[src/rtl/param_editor_pkg.sv]
// Shared constants and types for the parameter editor front end.
// Key indices follow the board's KEY[3:0] wiring.
package param_editor_pkg;

   localparam int KEY_DOWN       = 0;
   localparam int KEY_UP         = 1;
   localparam int KEY_PARAM_NEXT = 2;
   localparam int KEY_FX_NEXT    = 3;

   typedef enum logic [1:0] {
      IDLE,
      STEP,
      HOLD,
      REPEAT
   } edit_state_t;

   function automatic int param_default(input int w);
      return 1 << (w - 1);
   endfunction

   localparam int PARAM_DEFAULT = param_default(8);

endpackage

[src/rtl/param_editor_if.sv]
// Button/switch inputs and display/effect-chain outputs of the editor.
// The editor sits on the slave side; the board or bench drives the master side.
interface param_editor_if #(
   parameter int FX_COUNT    = 16,
   parameter int PARAM_COUNT = 8,
   parameter int PARAM_W     = 8
);
   localparam int FW = $clog2(FX_COUNT);
   localparam int PW = $clog2(PARAM_COUNT);
   localparam int BW = FX_COUNT * PARAM_COUNT * PARAM_W;

   logic [3:0]         KEY;
   logic [9:0]         SW;
   logic [FW-1:0]      fx_sel;
   logic [PW-1:0]      param_sel;
   logic [PARAM_W-1:0] current_value;
   logic [BW-1:0]      param_flat;
   logic               param_wr;

   modport master (
      output KEY, SW,
      input  fx_sel, param_sel, current_value,
      input  param_flat, param_wr
   );

   modport slave (
      input  KEY, SW,
      output fx_sel, param_sel, current_value,
      output param_flat, param_wr
   );

endinterface

[src/rtl/param_editor_key_conditioner.sv]
// One push-button: 2-flop sync, debounce, and press-edge detect.
// Reset assumes the key is held so a key held through reset yields no event.
module key_conditioner #(
   parameter int DEBOUNCE_CYCLES = 500000
) (
   input  logic clk,
   input  logic rst_n,
   input  logic key,
   output logic level,
   output logic press
);
   localparam int CW = $clog2(DEBOUNCE_CYCLES + 1);
   localparam logic [CW-1:0] LAST = CW'(DEBOUNCE_CYCLES - 1);

   logic [1:0]    sync;
   logic          cur;
   logic          prev;
   logic          level_q;
   logic [CW-1:0] cnt;

   assign cur   = ~sync[1];
   assign press = level & ~level_q;

   always_ff @(posedge clk or negedge rst_n) begin
      if (!rst_n) begin
         sync    <= 2'b00;
         prev    <= 1'b1;
         cnt     <= '0;
         level   <= 1'b1;
         level_q <= 1'b1;
      end else begin
         sync    <= {sync[0], key};
         prev    <= cur;
         level_q <= level;
         if (cur != prev)
            cnt <= '0;
         else if (cnt != LAST)
            cnt <= cnt + 1'b1;
         else
            level <= cur;
      end
   end

endmodule

[src/rtl/param_editor.sv]
// Button-driven editor for the effect parameter bank with
// saturating steps, auto-repeat and restore-to-default.
module param_editor
   import param_editor_pkg::*;
#(
   parameter int FX_COUNT        = 16,
   parameter int PARAM_COUNT     = 8,
   parameter int PARAM_W         = 8,
   parameter int DEBOUNCE_CYCLES = 500000,
   parameter int HOLD_CYCLES     = 25000000,
   parameter int REPEAT_CYCLES   = 5000000,
   parameter int COARSE_STEP     = 16
) (
   input logic           clk,
   input logic           rst_n,
   param_editor_if.slave bus
);
   localparam int FW   = $clog2(FX_COUNT);
   localparam int PW   = $clog2(PARAM_COUNT);
   localparam int IW   = FW + PW;
   localparam int N    = FX_COUNT * PARAM_COUNT;
   localparam int TMAX = (HOLD_CYCLES > REPEAT_CYCLES) ?
                         HOLD_CYCLES : REPEAT_CYCLES;
   localparam int TW   = $clog2(TMAX + 1);

   localparam logic [PARAM_W-1:0] DEF =
      PARAM_W'(param_default(PARAM_W));
   localparam logic [PARAM_W:0] COARSE = (PARAM_W+1)'(COARSE_STEP);
   localparam logic [PARAM_W:0] FINE   = (PARAM_W+1)'(1);
   localparam logic [TW-1:0] HOLD_LAST = TW'(HOLD_CYCLES - 1);
   localparam logic [TW-1:0] REP_LAST  = TW'(REPEAT_CYCLES - 1);

   logic [3:0] lvl;
   logic [3:0] prs;

   for (genvar k = 0; k < 4; k++) begin : g_key
      key_conditioner #(
         .DEBOUNCE_CYCLES(DEBOUNCE_CYCLES)
      ) u_key (
         .clk   (clk),
         .rst_n (rst_n),
         .key   (bus.KEY[k]),
         .level (lvl[k]),
         .press (prs[k])
      );
   end

   logic nav_unused;
   logic sw_unused;
   assign nav_unused = ^lvl[KEY_FX_NEXT:KEY_PARAM_NEXT];
   assign sw_unused  = ^bus.SW[8:1];

   edit_state_t        state, state_n;
   logic [TW-1:0]      timer, timer_n;
   logic               dir, dir_n;
   logic               block, block_n;
   logic [N*PARAM_W-1:0] bank;
   logic [FW-1:0]      fx;
   logic [PW-1:0]      par;
   logic [IW-1:0]      idx;
   logic [PARAM_W-1:0] old;
   logic [PARAM_W-1:0] stepped;
   logic [PARAM_W-1:0] wr_val;
   logic [PARAM_W-1:0] cur_q;
   logic [PARAM_W:0]   step;
   logic [PARAM_W:0]   sum;
   logic [PARAM_W:0]   diff;
   logic               wr_en;
   logic               wr_q;
   logic               held;
   logic               lock;

   assign idx  = {fx, par};
   assign old  = bank[idx*PARAM_W +: PARAM_W];
   assign lock = bus.SW[9];
   assign held = dir ? lvl[KEY_UP] : lvl[KEY_DOWN];
   assign step = bus.SW[0] ? COARSE : FINE;
   assign sum  = {1'b0, old} + step;
   assign diff = {1'b0, old} - step;

   // Ninth bit is the carry/borrow that triggers saturation.
   always_comb begin
      stepped = old;
      if (dir)
         stepped = sum[PARAM_W] ? '1 : sum[PARAM_W-1:0];
      else
         stepped = diff[PARAM_W] ? '0 : diff[PARAM_W-1:0];
   end

   always_comb begin
      state_n = state;
      timer_n = timer;
      dir_n   = dir;
      block_n = block;
      wr_en   = 1'b0;
      wr_val  = old;
      if (block && !lvl[KEY_UP] && !lvl[KEY_DOWN])
         block_n = 1'b0;
      if (lock) begin
         state_n = IDLE;
         timer_n = '0;
      end else if (lvl[KEY_UP] && lvl[KEY_DOWN]) begin
         if (!block) begin
            wr_en   = 1'b1;
            wr_val  = DEF;
            block_n = 1'b1;
         end
         state_n = IDLE;
         timer_n = '0;
      end else begin
         unique case (state)
            IDLE: begin
               if (!block && (prs[KEY_UP] || prs[KEY_DOWN])) begin
                  state_n = STEP;
                  dir_n   = prs[KEY_UP];
               end
            end
            STEP: begin
               wr_en   = 1'b1;
               wr_val  = stepped;
               timer_n = '0;
               state_n = HOLD;
            end
            HOLD: begin
               if (!held) begin
                  state_n = IDLE;
               end else if (timer == HOLD_LAST) begin
                  wr_en   = 1'b1;
                  wr_val  = stepped;
                  timer_n = '0;
                  state_n = REPEAT;
               end else begin
                  timer_n = timer + 1'b1;
               end
            end
            REPEAT: begin
               if (!held) begin
                  state_n = IDLE;
               end else if (timer == REP_LAST) begin
                  wr_en   = 1'b1;
                  wr_val  = stepped;
                  timer_n = '0;
               end else begin
                  timer_n = timer + 1'b1;
               end
            end
            default: state_n = IDLE;
         endcase
      end
   end

   always_ff @(posedge clk or negedge rst_n) begin
      if (!rst_n) begin
         state <= IDLE;
         timer <= '0;
         dir   <= 1'b0;
         block <= 1'b1;
      end else begin
         state <= state_n;
         timer <= timer_n;
         dir   <= dir_n;
         block <= block_n;
      end
   end

   // Writes target the pre-navigation selection.
   always_ff @(posedge clk or negedge rst_n) begin
      if (!rst_n) begin
         bank  <= {N{DEF}};
         fx    <= '0;
         par   <= '0;
         cur_q <= DEF;
         wr_q  <= 1'b0;
      end else begin
         if (prs[KEY_FX_NEXT])
            fx <= fx + 1'b1;
         if (prs[KEY_PARAM_NEXT])
            par <= par + 1'b1;
         if (wr_en)
            bank[idx*PARAM_W +: PARAM_W] <= wr_val;
         cur_q <= wr_en ? wr_val : old;
         wr_q  <= wr_en && (wr_val != old);
      end
   end

   assign bus.fx_sel        = fx;
   assign bus.param_sel     = par;
   assign bus.current_value = cur_q;
   assign bus.param_flat    = bank;
   assign bus.param_wr      = wr_q;

endmodule

[src/flat_wrapper.sv]
// flat-port wrapper written by rule: the top's interface ports become plain ports
module param_editor_flat import param_editor_pkg::*;
#(
   parameter int FX_COUNT        = 16,
   parameter int PARAM_COUNT     = 8,
   parameter int PARAM_W         = 8,
   parameter int DEBOUNCE_CYCLES = 500000,
   parameter int HOLD_CYCLES     = 25000000,
   parameter int REPEAT_CYCLES   = 5000000,
   parameter int COARSE_STEP     = 16
)
  (clk, rst_n, bus_KEY, bus_SW, bus_fx_sel, bus_param_sel, bus_current_value, bus_param_flat, bus_param_wr);
  param_editor_if #(.FX_COUNT(FX_COUNT), .PARAM_COUNT(PARAM_COUNT), .PARAM_W(PARAM_W)) bus_i ();
  input logic clk;
  input logic rst_n;
  input wire logic [$bits(bus_i.KEY)-1:0] bus_KEY;
  input wire logic [$bits(bus_i.SW)-1:0] bus_SW;
  output wire logic [$bits(bus_i.fx_sel)-1:0] bus_fx_sel;
  output wire logic [$bits(bus_i.param_sel)-1:0] bus_param_sel;
  output wire logic [$bits(bus_i.current_value)-1:0] bus_current_value;
  output wire logic [$bits(bus_i.param_flat)-1:0] bus_param_flat;
  output wire logic [$bits(bus_i.param_wr)-1:0] bus_param_wr;
  assign bus_i.KEY = bus_KEY;
  assign bus_i.SW = bus_SW;
  assign bus_fx_sel = bus_i.fx_sel;
  assign bus_param_sel = bus_i.param_sel;
  assign bus_current_value = bus_i.current_value;
  assign bus_param_flat = bus_i.param_flat;
  assign bus_param_wr = bus_i.param_wr;
  param_editor #(.FX_COUNT(FX_COUNT), .PARAM_COUNT(PARAM_COUNT), .PARAM_W(PARAM_W), .DEBOUNCE_CYCLES(DEBOUNCE_CYCLES), .HOLD_CYCLES(HOLD_CYCLES), .REPEAT_CYCLES(REPEAT_CYCLES), .COARSE_STEP(COARSE_STEP)) u_core (.clk(clk), .rst_n(rst_n), .bus(bus_i));
endmodule
[config.mk]
export PLATFORM = sky130hd
export DESIGN_NAME = param_editor_flat
export DESIGN_NICKNAME = d
export VERILOG_FILES = /design/src/rtl/param_editor_pkg.sv /design/src/rtl/param_editor_if.sv /design/src/rtl/param_editor_key_conditioner.sv /design/src/rtl/param_editor.sv /design/src/flat_wrapper.sv
export SDC_FILE = /design/constraint.sdc
export NUM_CORES = 2
export LEC_CHECK = 0
export ABC_CLOCK_PERIOD_IN_PS = 6050
export CAP_MARGIN = 20
export CORE_AREA = 2 2 416 418
export DETAILED_ROUTE_END_ITERATION = 8
export DIE_AREA = 0 0 418 420
export GPL_TIMING_DRIVEN = 0
export HOLD_SLACK_MARGIN = 0.02
export PLACE_DENSITY = 0.55
export SETUP_SLACK_MARGIN = 0.1
export SLEW_MARGIN = 5
export SYNTH_ARGS = -nofsm -noshare
export SYNTH_HDL_FRONTEND = slang
export SYNTH_SLANG_ARGS = --single-unit
[constraint.sdc]
create_clock -name clk -period 6.05 [get_ports clk]
set_input_delay 0.9075 -clock clk [delete_from_list [all_inputs] [get_ports clk]]
set_output_delay 0.9075 -clock clk [all_outputs]
set_load 0.01 [all_outputs]
# Yosys cells after proc, flatten, opt, wreduce, memory -nomap -nowiden
# Index checks and enable logic that the tools add are counted.
[word_totals]
reg_bits = 1165
latchBits = 0
ramBits = 0
romBits = 0
output_inout_bits = 1040
word_cells = 154
mem_count = 0
[classes]
add_sub_neg = 10
n_mul = 0
n_div = 0
order_cmp = 0
eq_ne = 19
shift = 3
n_mux = 49
n_bitwise = 22
n_reduce_logical = 22
[ops]
columns = ["operator", "n"]
rows = [
  ["1024-bit bitwise mux", 1],
  ["8-bit by 34-bit variable shift with 1024-bit output, first input constant", 1],
  ["1024-bit by 11-bit variable part select with 8-bit output", 1],
  ["8-bit by 34-bit variable part select with 1024-bit output", 1],
  ["19-bit two-way mux", 8],
  ["25-bit two-way mux", 6],
  ["8-bit two-way mux", 11],
  ["19-bit by 1-bit adder with 19-bit output, second input constant", 4],
  ["19-bit inequality test, second input constant", 4],
  ["25-bit one-hot mux with 3 select lines", 1],
  ["10-bit negation with 34-bit output", 1],
  ["25-bit by 1-bit adder with 25-bit output, second input constant", 1],
  ["25-bit by 23-bit equality test with 1-bit output, second input constant", 1],
  ["25-bit equality test, second input constant", 1],
  ["8-bit one-hot mux with 3 select lines", 1],
  ["1-bit NOT", 18],
  ["1-bit two-way mux", 12],
  ["2-bit two-way mux", 6],
  ["4-bit by 2-bit inequality test with 1-bit output, second input constant", 3],
  ["8-bit by 9-bit adder with 9-bit output", 1],
  ["8-bit by 9-bit subtractor with 9-bit output", 1],
  ["8-bit inequality test", 1],
  ["2-bit one-hot mux with 4 select lines", 1],
  ["2-bit AND reduction", 4],
  ["other kinds (18)", 35],
]

# Longest topological paths before layout
[depth]
word_depth = 11
mapped_depth = 27
mapped_depth_nobuf = 18

# Cells and area by module
# From an unflattened synthesis, not the netlist that was laid out.
[unflattened]
hier_cells = 5083
hier_area_um2 = 55092.8
[by_module_without_submodules]
columns = ["module", "instances", "cells_per_inst", "area_each_um2", "seq_area_each_um2"]
rows = [
  ["param_editor", 1, 4603, 50168.1, 26913.3],
  ["key_conditioner", 4, 120, 1231.2, 604.3],
]

# Least setup slack after synthesis
# No wires, ideal clock.
[synth_path]
path_kind = "reg-to-reg"
startpoint = "register u_core.par[1], in the netlist u_core.bus.param_sel[1]"
endpoint = "register u_core.bank[938], in the netlist u_core.bus.param_flat[938]"
setup_time_ns = 0.125
arrival_time_ns = 5.354
required_ns = 5.925
slack_ns = 0.572
path_stages_with_launch = 28
n_path_buf = 10
path_cell_list = "dfrtp_1 -> buf_2 -> buf_2 -> buf_4 -> buf_4 -> buf_6 -> buf_2 -> mux4_2 -> mux4_2 -> nand2_1 -> a21oi_1 -> o21ai_0 -> o21a_1 -> inv_2 -> ha_1 -> ha_1 -> nand2_1 -> nor2_1 -> a31oi_1 -> or3b_1 -> buf_2 -> nor3b_1 -> o21a_1 -> buf_4 -> buf_4 -> inv_2 -> buf_2 -> mux2_2"
[synth_between]
elab_chain_cells = 11
elab_cells_between_ends = 18
classes_between = "add/sub: 3; shift: 3; mux: 12"
[synth_rtl]
columns = ["element", "line", "text"]
rows = [
  ["start, declared", "param_editor.sv:59", "logic [PW-1:0] par;"],
  ["start signal, assigned", "param_editor.sv:178", "par <= par + 1'b1;"],
  ["1024-bit by 11-bit variable part select with 8-bit output", "param_editor.sv:74", "assign old = bank[idx*PARAM_W +: PARAM_W];"],
  ["8-bit by 9-bit subtractor with 9-bit output / 8-bit by 9-bit adder with 9-bit output (equally long branches)", "param_editor.sv:79, param_editor.sv:78", ""],
  ["8-bit two-way mux (on tied branches)", "param_editor.sv:87, param_editor.sv:85", ""],
  ["8-bit two-way mux", "param_editor.sv:84", "if (dir)"],
  ["8-bit two-way mux (on tied branches)", "param_editor.sv:139, param_editor.sv:127", ""],
  ["8-bit two-way mux (on tied branches)", "param_editor.sv:137, param_editor.sv:125", ""],
  ["8-bit one-hot mux with 3 select lines", "param_editor.sv:111", "unique case (state)"],
  ["8-bit two-way mux", "param_editor.sv:102", "end else if (lvl[KEY_UP] && lvl[KEY_DOWN]) begin"],
  ["8-bit two-way mux", "param_editor.sv:99", "if (lock) begin"],
  ["8-bit by 34-bit variable part select with 1024-bit output", "param_editor.sv:180", "bank[idx*PARAM_W +: PARAM_W] <= wr_val;"],
  ["1024-bit bitwise mux *", "param_editor.sv:180", ""],
  ["end signal, assigned", "param_editor.sv:169", "bank <= {N{DEF}};"],
  ["end signal, assigned by index", "param_editor.sv:180", ""],
  ["end, declared", "param_editor.sv:57", "logic [N*PARAM_W-1:0] bank;"],
]
# Every way passes the cells marked *; elsewhere a longest branch is shown, timed or not.
# A chain may end at the register's enable or synchronous reset.

# Final worst setup path
[layout_path]
startpoint = "register u_core.par[1], in the netlist u_core.bus.param_sel[1]"
endpoint = "register u_core.bank[286], in the netlist u_core.bus.param_flat[286]"
# Same word-level chain as after synthesis.

==> results.md <==
* Final clock period utilization by the worst path at 101%
* Maximum number of buffers from clock root to sink at 3
* Number of setup violations in the final report at 2
* Final Hold Violating Endpoints at 0
* Max Clock Freq at 164 MHz
* Row Count at 152
* Antenna viol nets, final at 0
* Ys flop type: sky130_fd_sc_hd__dfrtp_1
* Final WS setup at -0.0388 ns
* Deepest level of the CTS H-tree at 4
* Detailed-route via count at roughly 53,000
* Layout-stage area growth over the synthesis result at 39.2%
* WS Path Type: reg -> reg
* Total of warnings raised by yosys at 0
* Total power divided by cell area at 221 mW/mm^2
* Area of the mapped netlist at between 0.05 and 0.06 mm^2
* CTS tree: built
* Cell chosen for the clock root: sky130_fd_sc_hd__clkbuf_16
* Vias per std cell at ~6.1
* Final #Nets at about 6,500
* Routability congestion estimate at 1.05
* Die Span X at 418 um
* Clock insertion delay at the later pin of the skew report at 0.83 ns
* HPWL after DPL at 287 mm
* Worst slew pin tran at 1.32 ns
* CTS buffer count at approximately 140
* Sw frac at a little under a quarter
* Worst IR Drop VDD at ~0.00028 V
* Mean instance size in the synthesized netlist at around 10 um^2
* Per-cell routed wire length at roughly 42 um
* Routing layer with the top usage in global route: met2
* IO buf count at 1,047
* Remaining design rule violation count at 0
* Cell-by-cell trace of the critical path: buf_12 -> buf_6 -> buf_6 -> buf_6 -> inv_1 -> ha_1 -> nand3_1 -> inv_1 -> ha_1 -> or2_1 -> clkbuf_1 -> nor2_4 -> nand2_1 -> or3_1 -> clkbuf_1 -> clkbuf_1 -> nand2_1 -> o21ai_0
* Cell family with most CP delay: buffers and inverters
* Startpoint kind of the worst setup timing path: register
* Pin count of the biggest net entering global routing at 165
* Internal portion of total power at 12.6 mW
* Cell with the biggest individual delay on the critical path: sky130_fd_sc_hd__nor2_4
* Floorplan core area at about 0.17 mm^2
* Fraction of synthesized cell area taken by the top area cell type at between 40% and 50%
* Global-route wire length before repair at approximately 480 mm
* Highest net fanout along the worst path at 10
* Grt met2 use at ~60%
* Standby leakage power at 29.5 nW
* Failing checks: setup timing
* Commonest cells post-synth: sky130_fd_sc_hd__nand2_1 (1,217), sky130_fd_sc_hd__dfrtp_1 (1,023), sky130_fd_sc_hd__o21ai_0 (813)
* Post-synthesis register bit count at approximately 1,200
* Number of primary I/O pins at between 1,000 and 1,500
* Post-cts hold buffer count at 0
* Cell taking the most area after synthesis: sky130_fd_sc_hd__dfrtp_1
* Synth cell types at a little under 90
* Slew HR at between 10% and 20%
* Tightest Hold Check Type: in -> async
* Net count after synthesis at about 5,100
* Max-capacitance violation count at 0
* Run status: complete, but fails checks
* Post-route cell area at ~0.075 mm^2
* Number of enable flip-flop cells after synthesis at 0
* Remaining global-route overflow at 0
* Sort of element at the end of the critical path: register
* WP depth at 18
* Setup repair after global routing missed its margin: yes
* Fraction of power consumed by combinational cells at under 10%
* Max Clock Skew at approximately 0.034 ns
* Detailed Route WL at ~370 mm
* Initial DRC count at between 7,000 and 8,000
* Area enclosed by the die boundary at between 0.15 and 0.2 mm^2
* Critical path's largest stage delay at ~0.56 ns
* CP required at around 6.7 ns
* Clock tree sinks at around 1,200
* Count of buffer and inverter cells on the critical path at 9
* Sequential cell area fraction in the yosys report at 54.7%
* Gr usage total at between 40% and 50%
* Total net switching power at 3.90 mW
* Number of max-slew violations in the final report at 0
* Post-route setup TNS at -0.0624 ns
* Arrival time reported for the critical path endpoint at 6.74 ns
* Most frequent cell after synthesis: sky130_fd_sc_hd__nand2_1
* Clock network power share at between 50% and 60%
* Met1 Usage GRT at between 40% and 50%
* Clock Pin Slew Worst Setup and Hold Paths at roughly 0.060 ns
* Top area cells in the synthesized netlist: sky130_fd_sc_hd__dfrtp_1 (48%), sky130_fd_sc_hd__mux4_2 (10%), sky130_fd_sc_hd__nand2_1 (8.5%)
* Fraction of final layout cells sized beyond drive strength 1 at roughly 17%
* Share of power burned in registers at a little under half
* Post-place instance area at 0.0674 mm^2
* Number of global-route vias before repair at 49,500
* Number of search-and-repair iterations in the first detailed-routing pass at 6
* Die Y-Extent at between 400 and 500 um
* Worst-case reg-to-reg path depth at 18
* Met3 global-route usage at between 10% and 20%
* Async set-reset flop share out of synthesis at 100%
* Clock period minus worst slack at about 6.1 ns
* Initial cell density of the core at 31.4%
* Number of instances in the synthesized netlist at a little over 5,000
* Initial antenna violation count at 33
## area by class of cell
cell class / instances / area [um^2]
Fill cell: 16300 / 96300
Sequential cell: 1165 / 29300
Clock inverter: 41 / 490
Antenna cell: 20 / 50.0
Clock buffer: 208 / 3940
Timing Repair Buffer: 1172 / 11900
Tap cell: 2233 / 2790
Buffer: 368 / 2840
Multi-Input combinational cell: 3517 / 23000
Inverter: 60 / 267
## metal layers
metal,vias to the layer above,routed length [um]
li1,20700,-
met1,27100,128000
met2,4270,158000
met3,1176,48700
met4,8,36000
met5,-,57
## worst paths after layout
| path | from | endpoint | slack (ns) |
|---|---|---|---|
| max in group asynchronous | rst_n | u_core.bus.param_flat[17] | 3.40 |
| min | rst_n | u_core.g_key[2].u_key.sync[0] | 0.07 |
| max | u_core.bus.param_sel[1] | u_core.bus.param_flat[286] | -0.04 |
| min in group clk | u_core.g_key[1].u_key.sync[0] | u_core.g_key[1].u_key.sync[1] | 0.36 |
| min reg2reg | u_core.g_key[1].u_key.sync[0] | u_core.g_key[1].u_key.sync[1] | 0.36 |
| max reg2reg | u_core.bus.param_sel[1] | u_core.bus.param_flat[286] | -0.04 |
## state kept, by name, summed over array words and instances, names as in the netlist
register	cells
u_core.g_key.u_key.cnt	76
u_core.g_key.u_key.sync	8
u_core.bus.param_sel	3
u_core.block	1
u_core.timer	25
u_core.bus.current_value	8
u_core.state	2
u_core.bus.param_wr	1
u_core.bus.param_flat	1024
u_core.g_key.u_key.level	4
u_core.dir	1
u_core.bus.fx_sel	4
u_core.g_key.u_key.level_q	4
u_core.g_key.u_key.prev	4
## power groups by stage
stage	Clock [mW]	Sequential (mW)	Combinational [mW]
after floorplan	0	7.97	0.0544
after global placement	0	8.00	0.239
after detailed placement	0	7.97	0.258
after CTS	8.39	7.83	0.263
after global routing	8.72	7.83	0.296
final	8.42	7.83	0.259
## stage by stage
step	utilization, %	instances	power [mW]	hold slack (ns)	setup WS [ns]
6_report	43.7	8784	16.5	0.0744	-0.0388
5_1_grt	43.6	8768	16.8	0.132	0.0418
4_1_cts	43.1	8728	16.5	0.108	-0.0634
3_5_place_dp	39.4	8416	8.23	0.336	-4.03
3_3_place_gp	39.1	8392	8.24	0.345	-50.96
2_1_floorplan	-	5112	8.02	0.331	0.572
## placed cells by master, fill, tap and decap left out, drive strengths merged, types with 6 or more instances in the layout
cell	n
nand2	1217
clkdlybuf4s50	1046
dfrtp	1023
o21ai	1009
clkbuf	451
mux4	248
buf	248
nor2	178
dfstp	142
nand3	138
mux2i	78
a21oi	73
inv	69
mux2	64
a22oi	56
nor3	50
xor2	46
nand4	39
or3	36
and3	35
xnor2	34
nor2b	25
clkinv	25
diode	20
nor4	18
ha	16
and2	13
a22o	12
a31oi	10
or2	8
a221oi	7
o211ai	7
nor3b	7
nand2b	6
o221ai	6
o31ai	6
## kinds of logic (layout without fill, tap and decap cells)
logic type                 Yosys count  count (layout)  synth area share [%]
and+or+nand+nor                   1791            1791                  14.1
AOI/OAI and AO/OA                 1240            1240                  12.6
DFF                               1165            1165                  54.7
buffers and inverters              430            1849                  3.72
muxes                              390             390                  13.2
xor gates and xnor gates            80              80                  1.31
adders and majority gates           16              16                 0.373
other                                0              20                     0
## what timing repair did
item	in CTS	in global routing
cloned	4	3
resized for setup	350	179
pin swaps	8	11
endpoints found under the setup margin	1033	975
setup buffers	60	31
Power figures use the tool's default switching activity.
